[src/rtl/branch_resolve_stage_if.sv]
// Comparison-op encoding shared with the decoder, plus the handshake/data bundle
// between the decoder, the branch resolve stage and its downstream consumer.
package branch_resolve_pkg;
   typedef enum logic [2:0] {
      compop_nop = 3'd0,
      compop_eq  = 3'd1,
      compop_ne  = 3'd2,
      compop_lts = 3'd3,
      compop_ltu = 3'd4,
      compop_ges = 3'd5,
      compop_geu = 3'd6
   } rv32_compop;
endpackage

interface branch_resolve_stage_if #(parameter int XLEN = 32);
   logic                          i_valid;
   logic                          o_ready;
   branch_resolve_pkg::rv32_compop i_compop;
   logic                          i_is_branch;
   logic [XLEN-1:0]               i_rs1;
   logic [XLEN-1:0]               i_rs2;
   logic [XLEN-1:0]               i_pc;
   logic [XLEN-1:0]               i_imm;
   logic                          i_pred_taken;
   logic                          o_valid;
   logic                          i_ready;
   logic [XLEN-1:0]               o_result;
   logic                          o_taken;
   logic [XLEN-1:0]               o_target;
   logic                          o_redirect;
   logic                          o_misaligned;
   logic                          i_flush;

   modport master (
      output i_valid, i_compop, i_is_branch, i_rs1, i_rs2, i_pc, i_imm,
             i_pred_taken, i_ready, i_flush,
      input  o_ready, o_valid, o_result, o_taken, o_target, o_redirect, o_misaligned
   );

   modport slave (
      input  i_valid, i_compop, i_is_branch, i_rs1, i_rs2, i_pc, i_imm,
             i_pred_taken, i_ready, i_flush,
      output o_ready, o_valid, o_result, o_taken, o_target, o_redirect, o_misaligned
   );
endinterface

[src/rtl/branch_resolve_stage.sv]
// Execute-stage branch/SLT resolver: registers decoded operands behind a one-entry
// skid buffer, evaluates the comparison and raises fetch redirects on mispredicts.
module branch_resolve_stage
   import branch_resolve_pkg::*;
#(
   parameter int XLEN  = 32,
   parameter int CNT_W = 16
) (
   input  logic                  i_clk,
   input  logic                  i_rst,
   branch_resolve_stage_if.slave bus,
   output logic [CNT_W-1:0]      o_mispredict_cnt
);

   typedef struct packed {
      rv32_compop      compop;
      logic            is_branch;
      logic [XLEN-1:0] rs1;
      logic [XLEN-1:0] rs2;
      logic [XLEN-1:0] pc;
      logic [XLEN-1:0] imm;
      logic            pred_taken;
   } entry_t;

   entry_t            out_reg, out_next;
   entry_t            skid_reg, skid_next;
   logic              out_valid_reg, out_valid_next;
   logic              skid_valid_reg, skid_valid_next;
   logic [CNT_W-1:0]  cnt_reg, cnt_next;

   entry_t            in_entry;
   logic              in_fire;
   logic              out_fire;
   logic              out_free;

   logic              cond;
   logic              taken;
   logic [XLEN-1:0]   target;
   logic              misaligned;
   logic              redirect;

   assign in_entry = '{compop:     bus.i_compop,
                       is_branch:  bus.i_is_branch,
                       rs1:        bus.i_rs1,
                       rs2:        bus.i_rs2,
                       pc:         bus.i_pc,
                       imm:        bus.i_imm,
                       pred_taken: bus.i_pred_taken};

   // Ready comes straight from the skid flag so upstream never sees i_ready combinationally.
   assign bus.o_ready = !skid_valid_reg;
   assign in_fire     = bus.i_valid && !skid_valid_reg;
   assign out_fire    = out_valid_reg && bus.i_ready;
   assign out_free    = !out_valid_reg || bus.i_ready;

   always_comb begin
      out_next        = out_reg;
      skid_next       = skid_reg;
      out_valid_next  = out_valid_reg;
      skid_valid_next = skid_valid_reg;
      if (bus.i_flush) begin
         out_valid_next  = 1'b0;
         skid_valid_next = 1'b0;
      end else if (out_free) begin
         if (skid_valid_reg) begin
            out_next        = skid_reg;
            out_valid_next  = 1'b1;
            skid_valid_next = 1'b0;
         end else begin
            out_valid_next = in_fire;
            if (in_fire) begin
               out_next = in_entry;
            end
         end
      end else if (in_fire) begin
         skid_next       = in_entry;
         skid_valid_next = 1'b1;
      end
   end

   always_comb begin
      cond = 1'b0;
      case (out_reg.compop)
         compop_eq:  cond = (out_reg.rs1 == out_reg.rs2);
         compop_ne:  cond = (out_reg.rs1 != out_reg.rs2);
         compop_lts: cond = ($signed(out_reg.rs1) <  $signed(out_reg.rs2));
         compop_ltu: cond = (out_reg.rs1 <  out_reg.rs2);
         compop_ges: cond = ($signed(out_reg.rs1) >= $signed(out_reg.rs2));
         compop_geu: cond = (out_reg.rs1 >= out_reg.rs2);
         default:    cond = 1'b0;
      endcase
   end

   assign taken      = out_reg.is_branch && cond;
   assign target     = taken ? (out_reg.pc + out_reg.imm) : (out_reg.pc + XLEN'(4));
   assign misaligned = taken && (target[1:0] != 2'b00);
   assign redirect   = out_reg.is_branch && (taken != out_reg.pred_taken) && !misaligned;

   // Everything is forced to zero while empty so reset and flush leave clean outputs.
   assign bus.o_valid      = out_valid_reg;
   assign bus.o_result     = (out_valid_reg && !out_reg.is_branch) ? {{(XLEN-1){1'b0}}, cond} : '0;
   assign bus.o_taken      = out_valid_reg && taken;
   assign bus.o_target     = out_valid_reg ? target : '0;
   assign bus.o_misaligned = out_valid_reg && misaligned;
   assign bus.o_redirect   = out_valid_reg && redirect;

   // A delivery in a flush cycle still counts: flush only kills held entries.
   always_comb begin
      cnt_next = cnt_reg;
      if (out_fire && redirect && !(&cnt_reg)) begin
         cnt_next = cnt_reg + CNT_W'(1);
      end
   end

   assign o_mispredict_cnt = cnt_reg;

   always_ff @(posedge i_clk) begin
      if (i_rst) begin
         out_valid_reg  <= 1'b0;
         skid_valid_reg <= 1'b0;
         out_reg        <= '0;
         skid_reg       <= '0;
         cnt_reg        <= '0;
      end else begin
         out_valid_reg  <= out_valid_next;
         skid_valid_reg <= skid_valid_next;
         out_reg        <= out_next;
         skid_reg       <= skid_next;
         cnt_reg        <= cnt_next;
      end
   end

endmodule

[src/flat_wrapper.sv]
// flat-port wrapper written by rule: the top's interface ports become plain ports
module branch_resolve_stage_flat import branch_resolve_pkg::*;
#(
   parameter int XLEN  = 32,
   parameter int CNT_W = 16
)
  (i_clk, i_rst, o_mispredict_cnt, bus_i_valid, bus_i_compop, bus_i_is_branch, bus_i_rs1, bus_i_rs2, bus_i_pc, bus_i_imm, bus_i_pred_taken, bus_i_ready, bus_i_flush, bus_o_ready, bus_o_valid, bus_o_result, bus_o_taken, bus_o_target, bus_o_redirect, bus_o_misaligned);
  branch_resolve_stage_if #(.XLEN(XLEN)) bus_i ();
  input  logic i_clk;
  input  logic i_rst;
  output logic [CNT_W-1:0] o_mispredict_cnt;
  input wire logic [$bits(bus_i.i_valid)-1:0] bus_i_valid;
  input wire logic [$bits(bus_i.i_compop)-1:0] bus_i_compop;
  input wire logic [$bits(bus_i.i_is_branch)-1:0] bus_i_is_branch;
  input wire logic [$bits(bus_i.i_rs1)-1:0] bus_i_rs1;
  input wire logic [$bits(bus_i.i_rs2)-1:0] bus_i_rs2;
  input wire logic [$bits(bus_i.i_pc)-1:0] bus_i_pc;
  input wire logic [$bits(bus_i.i_imm)-1:0] bus_i_imm;
  input wire logic [$bits(bus_i.i_pred_taken)-1:0] bus_i_pred_taken;
  input wire logic [$bits(bus_i.i_ready)-1:0] bus_i_ready;
  input wire logic [$bits(bus_i.i_flush)-1:0] bus_i_flush;
  output wire logic [$bits(bus_i.o_ready)-1:0] bus_o_ready;
  output wire logic [$bits(bus_i.o_valid)-1:0] bus_o_valid;
  output wire logic [$bits(bus_i.o_result)-1:0] bus_o_result;
  output wire logic [$bits(bus_i.o_taken)-1:0] bus_o_taken;
  output wire logic [$bits(bus_i.o_target)-1:0] bus_o_target;
  output wire logic [$bits(bus_i.o_redirect)-1:0] bus_o_redirect;
  output wire logic [$bits(bus_i.o_misaligned)-1:0] bus_o_misaligned;
  assign bus_i.i_valid = bus_i_valid;
  assign bus_i.i_compop = bus_i_compop;
  assign bus_i.i_is_branch = bus_i_is_branch;
  assign bus_i.i_rs1 = bus_i_rs1;
  assign bus_i.i_rs2 = bus_i_rs2;
  assign bus_i.i_pc = bus_i_pc;
  assign bus_i.i_imm = bus_i_imm;
  assign bus_i.i_pred_taken = bus_i_pred_taken;
  assign bus_i.i_ready = bus_i_ready;
  assign bus_i.i_flush = bus_i_flush;
  assign bus_o_ready = bus_i.o_ready;
  assign bus_o_valid = bus_i.o_valid;
  assign bus_o_result = bus_i.o_result;
  assign bus_o_taken = bus_i.o_taken;
  assign bus_o_target = bus_i.o_target;
  assign bus_o_redirect = bus_i.o_redirect;
  assign bus_o_misaligned = bus_i.o_misaligned;
  branch_resolve_stage #(.XLEN(XLEN), .CNT_W(CNT_W)) u_core (.i_clk(i_clk), .i_rst(i_rst), .bus(bus_i), .o_mispredict_cnt(o_mispredict_cnt));
endmodule
[config.mk]
export PLATFORM = sky130hd
export DESIGN_NAME = branch_resolve_stage_flat
export DESIGN_NICKNAME = d
export VERILOG_FILES = /design/src/rtl/branch_resolve_stage_if.sv /design/src/rtl/branch_resolve_stage.sv /design/src/flat_wrapper.sv
export SDC_FILE = /design/constraint.sdc
export NUM_CORES = 1
export LEC_CHECK = 0
export BUFFER_PORTS_ARGS = -buffer_cell sky130_fd_sc_hd__buf_4
export CAP_MARGIN = 0
export CORE_MARGIN = 10
export CORE_UTILIZATION = 50
export CTS_CLUSTER_SIZE = 8
export DETAILED_ROUTE_END_ITERATION = 12
export PLACE_DENSITY = 0.71
export SLEW_MARGIN = 20
export SYNTH_ARGS = -nofsm -noshare
export SYNTH_HDL_FRONTEND = slang
export SYNTH_SLANG_ARGS = --single-unit
[constraint.sdc]
create_clock -name i_clk -period 3.62 [get_ports i_clk]
set_input_delay 0.362 -clock i_clk [delete_from_list [all_inputs] [get_ports i_clk]]
set_output_delay 0.362 -clock i_clk [all_outputs]
set_load 0.02 [all_outputs]
==> results.py <==
metrics = {
    "status": {
        "violations": "setup timing",
        "outcome": "finished with violations",
    },
    "synthesis": {
        "netlist_area_um2": 14800,
        "ys_warn_count": 0,
        "ys_ff_latch": 284,
        "synthMuxAreaShare_pct": 9.63,
        "synth_compound_area_share_pct": 19.2,
        "synth_edf_count": 0,
        "synthSimpleGateAreaFrac_pct": 18.0,
        "postSynthCellCount": 1803,
        "synth_top_family_by_area": "compound AO/OA/AOI/OAI gates",
        "synthArstFlopShare_pct": 0,
        "synthAdderAreaFrac_pct": 5.64,
        "syn_avg_cell_area_um2": 8.20,
        "synth_flop_cell": "dfxtp_1",
        "yosysSeqAreaShare_pct": 38.5,
        "synth_xor_area_share_pct": 3.26,
        "yosys.cell_types.count": 61,
    },
    "floorplan": {
        "core-area_um2": 28900,
        "die_h_um": 192,
        "rows": 62,
        "ios": 223,
        "start_util_pct": 51.1,
        "fp.dieArea_um2": 36800,
        "die_w_um": 192,
    },
    "final_layout": {
        "synthToLayoutAreaGrowth_pct": 24.8,
        "mostFrequentLayoutCell": "nand2_1",
        "fin_util_pct": 63.8,
        "stdcell_count": 2363,
        "mostFrequentLayoutCells": "nand2_1 (324), dfxtp_1 (265), buf_4 (201)",
        "drive_gt1_share_pct": 19.7,
        "design_area_um2": 18400,
        "layout.nets": 2177,
    },
    "place": {
        "dp.cells": 2294,
        "place_ws_ns": 0.0283,
        "post_dp_cell_area_um2": 16500,
        "detailed_place_hpwl_um": 26800,
        "io_buffers": 191,
        "gp_congestion": 0.860,
    },
    "global_routing": {
        "first_global_vias": 12669,
        "grt_pass1_wl_um": 63900,
        "track_usage_pct": 20.8,
        "grt_antenna_before_repair": 1,
        "grt_max_degree": 165,
        "grt_remaining_overflow": 0,
    },
    "detailed_routing": {
        "drtIter0Drc": 802,
        "drt-pass1-iter-count": 5,
        "wirelength_um": 40300,
        "vias_per_cell": 5.53,
        "wl_per_cell_um": 17.0,
        "vias": 13065,
        "drt_drc_violations_left": 0,
        "ant_nets": 0,
    },
    "clock_network": {
        "clk_latency_ns": 0.53,
        "cts_hold_buf": 0,
        "max-clock-path-buffers": 3,
        "cts_tree": "built",
        "clk_pin_slew_ns": 0.05,
        "cts_buffers": 41,
        "cts_root_buffer": "clkbuf_16",
        "cts_max_level": 2,
        "cts_num_sinks": 284,
    },
    "min_path": {
        "hold_class": "in2reg",
    },
    "setup_path": {
        "endpoint_kind": "output pin",
        "worstPathRequired_ns": 3.26,
        "worstPathArrival_ns": 3.50,
        "worstSetupPathType": "reg2out",
        "cp-start-kind": "register",
        "path_max_fanout": 3,
    },
    "sta": {
        "holdWs_ns": 0.0408,
        "fin_skew_ns": 0.0131,
        "worst_slew_pin_slew_ns": 1.14,
        "setup_ws_ns": -0.239,
        "rsz0062_at_grt": "true",
        "finalHoldViolCount": 0,
        "slew_headroom_pct": 23.7,
        "setup_violations": 34,
        "fmax_ghz": 0.259,
        "period_share_pct": 107,
        "final-max-slew-violation-count": 0,
        "fin_crit_ns": 3.86,
    },
    "pwr": {
        "p_per_area_nw_per_um2": 425,
        "p_comb_share_pct": 14.5,
        "power_frac_seq_pct": 42.7,
        "p_sw_share_pct": 26.1,
        "p_int_w": 0.00580,
        "p_leak_nw": 7.11,
        "power_frac_clock_pct": 42.8,
        "p_sw_w": 0.00204,
        "vdd_drop_max_mv": 0.321,
    },
    "flow_run": {
        "cap_violations": 0,
    },
}
==> logic make-up after synthesis <==
logic type / Yosys count
adder cells (fa/ha/maj): 66
AO/OA/AOI/OAI: 436
XOR/XNOR: 55
flip-flops: 284
buffers and inverters: 195
AND/OR/NAND/NOR: 624
multiplexers: 142
other: 1
==> layer usage <==
metal / GRT usage [%] / part of all wire (%)
met1: 26.1 / 43
met2: 35.5 / 49
met3: 3.83 / 5.8
met4: 6.61 / 2.0
met5: 0 / 0
==> Yosys cell counts, drive strengths merged, types with 26 or more instances <==
cell type  count  share of area (%)
ha            65                5.5
nand2        331                8.4
a211oi       139                7.1
mux2i        140                9.5
dfxtp        284                 38
nor2         173                4.4
clkbuf       107                2.7
xor2          26                1.5
xnor2         29                1.7
buf           43                1.9
a21oi        182                6.2
nand3         29               0.98
inv           45                1.1
o21ai         29               0.98
==> per-stage QoR <==
| step | power (W) | setup TNS, ns |
|---|---|---|
| after floorplan | 0.00406 | 0 |
| after global placement | 0.00437 | 0 |
| final | 0.00785 | -5.08 |
| after detailed placement | 0.00440 | 0 |
| after global routing | 0.00818 | -14.32 |
| after CTS | 0.00787 | -4.50 |
==> worst max-delay path, stage by stage (launching register included) <==
cell and delay [ns]:
dfxtp_1 0.33, inv_1 0.05, ha_1 0.29, nand4_1 0.16, buf_4 0.19, o211ai_1 0.23, a221oi_2 0.09, buf_4 0.16
and3_1 0.20, nand4_1 0.11, o311a_4 0.22, buf_4 0.14, nand2_1 0.06, or4_1 0.42, a21oi_2 0.17, buf_6 0.14
==> worst paths after layout <==
check	startpoint	slack (ns)	cells past startpoint	to
worst min-delay path	bus_i_flush	0.04	2	u_core.skid_valid_reg
worst max-delay path	u_core.out_reg[88]	-0.24	15	bus_o_redirect
worst max register to register	u_core.out_reg[88]	0.01	16	u_core.o_mispredict_cnt[15]
worst min register to register	u_core.skid_reg[89]	0.45	2	u_core.skid_reg[89]
==> what timing repair did <==
item,in CTS,in global routing
pin swaps,54,15
gates resized for setup,103,39
setup endpoints to repair,36,45
setup buffers,14,3
cloned,2,0
==> layout make-up <==
class | count | area [um^2]
Inverter | 45 | 169
Multi-Input combinational cell | 1354 | 8820
Sequential cell | 284 | 5710
Clock inverter | 3 | 41.3
Timing Repair Buffer | 247 | 2170
Fill cell | 2476 | 10500
Tap cell | 384 | 480
Antenna cell | 1 | 2.50
Clock buffer | 45 | 1050
==> power groups by stage <==
stage	clock network (W)	registers [W]	logic [W]
CTS	0.00343	0.00335	0.00110
global route	0.00355	0.00336	0.00126
detailed placement	0	0.00340	0.00101
global placement	0	0.00339	0.000978
finish	0.00336	0.00335	0.00114
floorplan	0	0.00337	0.000688
No activity file was read; power rests on OpenSTA's default activity.
